[src/rtl/maxnet_scheduler.sv]
// Iteration controller for a 4-neuron Maxnet sharing one 4-input PLU.
// Runs Jacobi iterations (ISSUE/WAIT per neuron), commits, then checks for a single survivor.
//
// state  | meaning
// IDLE   | waiting for start after reset
// LOAD   | clamp latched inputs into y
// ISSUE  | one-cycle plu_start for neuron n
// WAIT   | hold weights/activations until plu_done
// COMMIT | copy shadow results into y, bump iteration count
// CHECK  | convergence / iteration-limit decision
// DONE   | results held until next start
module maxnet_scheduler #(
    parameter logic [31:0]       W_SELF   = 32'h3F800000,
    parameter logic [31:0]       W_INH    = 32'hBE4CCCCD,
    parameter int                ITER_W   = 8,
    parameter logic [ITER_W-1:0] MAX_ITER = ITER_W'(64)
) (
    input  logic              clk,
    input  logic              rst,
    input  logic              start,
    input  logic [31:0]       x1,
    input  logic [31:0]       x2,
    input  logic [31:0]       x3,
    input  logic [31:0]       x4,
    output logic              busy,
    output logic              done,
    output logic [31:0]       y1,
    output logic [31:0]       y2,
    output logic [31:0]       y3,
    output logic [31:0]       y4,
    output logic [1:0]        winner,
    output logic              winner_valid,
    output logic              timeout,
    output logic [ITER_W-1:0] iter_count,
    output logic              plu_start,
    input  logic              plu_done,
    output logic [31:0]       plu_w1,
    output logic [31:0]       plu_w2,
    output logic [31:0]       plu_w3,
    output logic [31:0]       plu_w4,
    output logic [31:0]       plu_a1,
    output logic [31:0]       plu_a2,
    output logic [31:0]       plu_a3,
    output logic [31:0]       plu_a4,
    input  logic [31:0]       plu_out
);

    localparam logic [2:0] IDLE   = 3'd0;
    localparam logic [2:0] LOAD   = 3'd1;
    localparam logic [2:0] ISSUE  = 3'd2;
    localparam logic [2:0] WAIT   = 3'd3;
    localparam logic [2:0] COMMIT = 3'd4;
    localparam logic [2:0] CHECK  = 3'd5;
    localparam logic [2:0] DONE   = 3'd6;

    logic [2:0]  state;
    logic [1:0]  n;
    logic [31:0] y_q   [4];
    logic [31:0] shd_q [4];

    logic [2:0]  nz_cnt;
    logic [1:0]  nz_idx;
    logic [1:0]  max_idx;
    logic [30:0] max_val;
    logic        pl_active;

    // Magnitude bits only, so -0.0 is treated as zero and the compare is unsigned.
    always_comb begin
        nz_cnt  = '0;
        nz_idx  = '0;
        max_idx = '0;
        max_val = y_q[0][30:0];
        for (int k = 0; k < 4; k++) begin
            if (y_q[k][30:0] != '0) begin
                nz_cnt = nz_cnt + 3'd1;
                nz_idx = 2'(k);
            end
            if (y_q[k][30:0] > max_val) begin
                max_val = y_q[k][30:0];
                max_idx = 2'(k);
            end
        end
    end

    always_ff @(posedge clk or negedge rst) begin
        if (!rst) begin
            state        <= IDLE;
            n            <= '0;
            winner       <= '0;
            winner_valid <= 1'b0;
            timeout      <= 1'b0;
            iter_count   <= '0;
            for (int k = 0; k < 4; k++) begin
                y_q[k]   <= '0;
                shd_q[k] <= '0;
            end
        end else begin
            case (state)
                IDLE, DONE: begin
                    if (start) begin
                        // Shadow registers double as the input latch until LOAD.
                        shd_q[0]     <= x1;
                        shd_q[1]     <= x2;
                        shd_q[2]     <= x3;
                        shd_q[3]     <= x4;
                        iter_count   <= '0;
                        timeout      <= 1'b0;
                        winner_valid <= 1'b0;
                        state        <= LOAD;
                    end
                end
                LOAD: begin
                    for (int k = 0; k < 4; k++)
                        y_q[k] <= shd_q[k][31] ? 32'd0 : shd_q[k];
                    n     <= '0;
                    state <= ISSUE;
                end
                ISSUE: state <= WAIT;
                WAIT: begin
                    if (plu_done) begin
                        shd_q[n] <= plu_out[31] ? 32'd0 : plu_out;
                        if (n == 2'd3) begin
                            state <= COMMIT;
                        end else begin
                            n     <= n + 2'd1;
                            state <= ISSUE;
                        end
                    end
                end
                COMMIT: begin
                    for (int k = 0; k < 4; k++)
                        y_q[k] <= shd_q[k];
                    if (iter_count != '1)
                        iter_count <= iter_count + 1'b1;
                    state <= CHECK;
                end
                CHECK: begin
                    if (nz_cnt <= 3'd1) begin
                        winner_valid <= (nz_cnt == 3'd1);
                        winner       <= (nz_cnt == 3'd1) ? nz_idx : 2'd0;
                        state        <= DONE;
                    end else if (iter_count == MAX_ITER) begin
                        timeout      <= 1'b1;
                        winner       <= max_idx;
                        winner_valid <= 1'b0;
                        state        <= DONE;
                    end else begin
                        n     <= '0;
                        state <= ISSUE;
                    end
                end
                default: state <= IDLE;
            endcase
        end
    end

    assign busy      = (state == LOAD) || (state == ISSUE) || (state == WAIT) ||
                       (state == COMMIT) || (state == CHECK);
    assign done      = (state == DONE);
    assign plu_start = (state == ISSUE);
    assign pl_active = (state == ISSUE) || (state == WAIT);

    assign plu_w1 = (pl_active && n == 2'd0) ? W_SELF : W_INH;
    assign plu_w2 = (pl_active && n == 2'd1) ? W_SELF : W_INH;
    assign plu_w3 = (pl_active && n == 2'd2) ? W_SELF : W_INH;
    assign plu_w4 = (pl_active && n == 2'd3) ? W_SELF : W_INH;

    assign y1 = y_q[0];
    assign y2 = y_q[1];
    assign y3 = y_q[2];
    assign y4 = y_q[3];

    assign plu_a1 = y_q[0];
    assign plu_a2 = y_q[1];
    assign plu_a3 = y_q[2];
    assign plu_a4 = y_q[3];

endmodule

[config.mk]
export PLATFORM = sky130hd
export DESIGN_NAME = maxnet_scheduler
export DESIGN_NICKNAME = d
export VERILOG_FILES = /design/src/rtl/maxnet_scheduler.sv
export SDC_FILE = /design/constraint.sdc
export NUM_CORES = 1
export LEC_CHECK = 0
export ABC_AREA = 0
export CAP_MARGIN = 20
export CORE_AREA = 3 3 220 222
export DETAILED_ROUTE_END_ITERATION = 8
export DIE_AREA = 0 0 223 225
export DONT_BUFFER_PORTS = 1
export GPL_ROUTABILITY_DRIVEN = 0
export PLACE_DENSITY_LB_ADDON = 0.25
export RECOVER_POWER = 25
export SYNTH_ARGS = -nofsm -noshare
export SYNTH_HDL_FRONTEND = slang
export SYNTH_SLANG_ARGS = --single-unit
export TNS_END_PERCENT = 1
[constraint.sdc]
create_clock -name clk -period 6.9 [get_ports clk]
set_clock_uncertainty 0.1 [all_clocks]
set_input_delay 2.07 -clock clk [delete_from_list [all_inputs] [get_ports clk]]
set_output_delay 2.07 -clock clk [all_outputs]
set_load 0.02 [all_outputs]
==> out/qor.txt <==
Total routed wirelength: 66400 um
Largest fanout on the critical path: 31
Maximum number of pins on one net before global-route repair: 274
Hold Crit Start: shd_q[107]
Dominant cells by area after synthesis: dfrtp_1, buf_4, ha_1
Post-detailed-placement half-perimeter wirelength: 48600 um
Number of global-route vias before repair: 13181
RSZ-0062 raised after global routing: no
Power per unit of standard cell area: 732 nW/um2
First-pass DRT Iterations: 5
Maximum vdd ir drop: 436 uV
Global route overflow: 0
Synthesis-to-layout area growth: 4.24%
Fraction of synthesis flops using an asynchronous set or reset pin: 100%
Number of rows in the core area: 79
Mapped Area: 16600 um2
Peak per-stage delay on the critical path: 390 ps
Placed cell count: 2202
Number of clock sinks: 273
Post-route core utilization: 37.2%
Final Worst Setup Slack: 394 ps
Worst hold slack across all endpoints: 381 ps
Worst slew margin relative to its limit: 26.6%
Crit path DAT: 6820 ps
Synthesis-stage register bit count: 273
CP Data Required Time: 7220 ps
Count of vias placed by the detailed router: 13415
Quantity of I/O buffers inserted on ports: 0
Tightest Pin Transition: 1100 ps
Via-to-Cell Ratio: 5.93
Syn Inst Count: 1797
Worst setup SP type: flip-flop
Post-detailed-route wirelength per cell: 29.3 um
Share of layout cells above drive strength 1: 11.0%
Clock Tree Root: clkbuf_16
Reg2Reg Launch Point: plu_a1[30]
DRC violation count after routing: 0
Type of the worst min-delay path: reg -> reg
Nets: 1897
Placement-stage worst setup slack: -127 ps
Most common cell after layout, fill and taps aside: dfrtp_1
Number of buffers on the longest clock path: 3
Core region area: 46600 um2
Crit path buf inv count: 3
Status: finished, final reports clean
Highest Clock Rate: 154 MHz
Die Footprint: 50200 um2
Height of the chip: 225 um
Count of pins over their slew limit: 0
Post-detailed-route count of antenna-violating nets: 0
Number of cells in the finished layout apart from fillers: 2264
Critical path capture point type: flip-flop
Number of enable flip-flop cells after synthesis: 0
Final Setup Violations: 0
Class of the most critical setup path: reg -> reg
Most frequent cell on the critical path: ha_1
Latest clock arrival within the worst-skew pair: 560 ps
Final hold vios: 0
Lkg Pwr: 7.68 nW
Leading cell types in the layout, fill and taps excluded: dfrtp_1, nor2_1, a22o_1, ha_1, nand2_1
First-iteration detailed-routing DRC count: 1095
Fin crit period: 6510 ps
Die Wd: 223 um
First-pass GRT wire length: 94300 um
Proportion of synthesized chip area in sequential cells: 41.1%
Synth unique cells: 61
Maximum level of the CTS H-tree: 2
Delay-heaviest family, CP: compound AO/OA/AOI/OAI gates
Slack of the worst reg-to-reg path: 390 ps
Area share of the largest cell type after synthesis: 41.1%
Yosys warning total: 0
Most used DFF post-synth: dfrtp_1
Cell with the biggest individual delay on the critical path: nor4_4
Initial antenna violation count: 7
Start point of the critical path: plu_a1[30]
Mean instance size in the synthesized netlist: 9.24 um2
Total GRT Usage: 25.5%
Max-capacitance violation count: 0
Clk pin slew, worst setup/hold paths: 60 ps
Clock tree from TritonCTS: yes
Initial Util: 35.7%
Final period utilization: 94.3%
Number of top-level design ports: 563
Biggest area consumer among synthesized cells: dfrtp_1
Cts bufs inserted: 34
path summary, 6_finish.rpt:
kind,endpoint,cells after the start
min,plu_a1[11],1
max in group asynchronous,iter_count[7],0
max,winner[1],26
min reg2reg,plu_a1[11],1
min in group asynchronous,shd_q[103],0
max reg2reg,winner[1],26
synth_stat cells (7+ instances only):
master / instances
a21o_1: 38
nor2_1: 151
inv_1: 56
nand4_1: 18
mux2i_1: 30
a21oi_1: 103
nand3_1: 78
nand2b_1: 7
buf_1: 9
o21ai_0: 33
a31oi_1: 63
o22ai_1: 65
clkbuf_1: 81
buf_4: 251
buf_2: 19
nor4_1: 27
ha_1: 102
a211oi_1: 9
nand2_1: 106
nor3_1: 44
dfrtp_1: 273
a22o_1: 124
nor2b_1: 33
worst reg2reg max path, delay by kind of cell, from the launching register on:
kind                     cells  cell delay, ps
AND/OR/NAND/NOR              8            1540
multiplexers                 1             300
buffers and inverters        3             570
adder cells (fa/ha/maj)      3             920
AO/OA/AOI/OAI               11            2570
flip-flops                   1             360
repair_timing:
item	CTS	global route
resized for setup	1	7
hold buffers	0	0
cloned	0	0
endpoints found under the hold margin	0	0
endpoints found under the setup margin	2	2
buffers inserted	0	0
per-stage QoR:
stage                     TNS [ps]  power, mW  cell area (um2)
after floorplan                  0       8.98            16900
after global placement           0       10.5            16100
after detailed placement      -225       10.7            16100
after CTS                        0       12.6            17300
after global routing             0       13.6            17300
final                            0       12.7            17300
area by class of cell:
class / count / area, um2
Antenna cell: 3 / 7.51
Clock buffer: 48 / 1010
Clock inverter: 11 / 130
Fill cell: 4699 / 29200
Inverter: 56 / 210
Multi-Input combinational cell: 1174 / 7650
Sequential cell: 273 / 6830
Tap cell: 607 / 759
Timing Repair Buffer: 92 / 707
cell families (layout without fill, tap and decap cells):
| kind of cell | after synthesis | in the layout | share of synthesized area, % |
|---|---|---|---|
| buffers and inverters | 416 | 207 | 15.2 |
| AOI/OAI and AO/OA | 472 | 472 | 19.5 |
| and+or+nand+nor | 493 | 493 | 14.1 |
| xor gates and xnor gates | 7 | 7 | 0.369 |
| muxes | 32 | 32 | 1.94 |
| adders and majority gates | 102 | 102 | 7.68 |
| DFF | 273 | 273 | 41.1 |
| other | 2 | 71 | 0.0452 |
flip-flops by register name, summed over array words and instances (netlist names):
name,cells
state,3
winner,2
plu_a4,32
n,2
winner_valid,1
plu_a1,32
plu_a2,32
plu_a3,32
shd_q,128
iter_count,8
timeout,1
power by group:
part / leakage (nW) / switching (mW) / internal (mW)
Combinational: 3.83 / 4.62 / 2.58
Clock: 0.566 / 0.736 / 1.10
Sequential: 3.28 / 1.32 / 2.33
metal layers:
layer  up-vias  track usage (%)  wire length, um
li1       5832                -                -
met1      6763             31.8            27000
met2       710             42.6            32200
met3       104             8.04             5550
met4         6             7.22             1570
met5         -                0               34
Note: power is estimated with default switching activity, not from simulation.
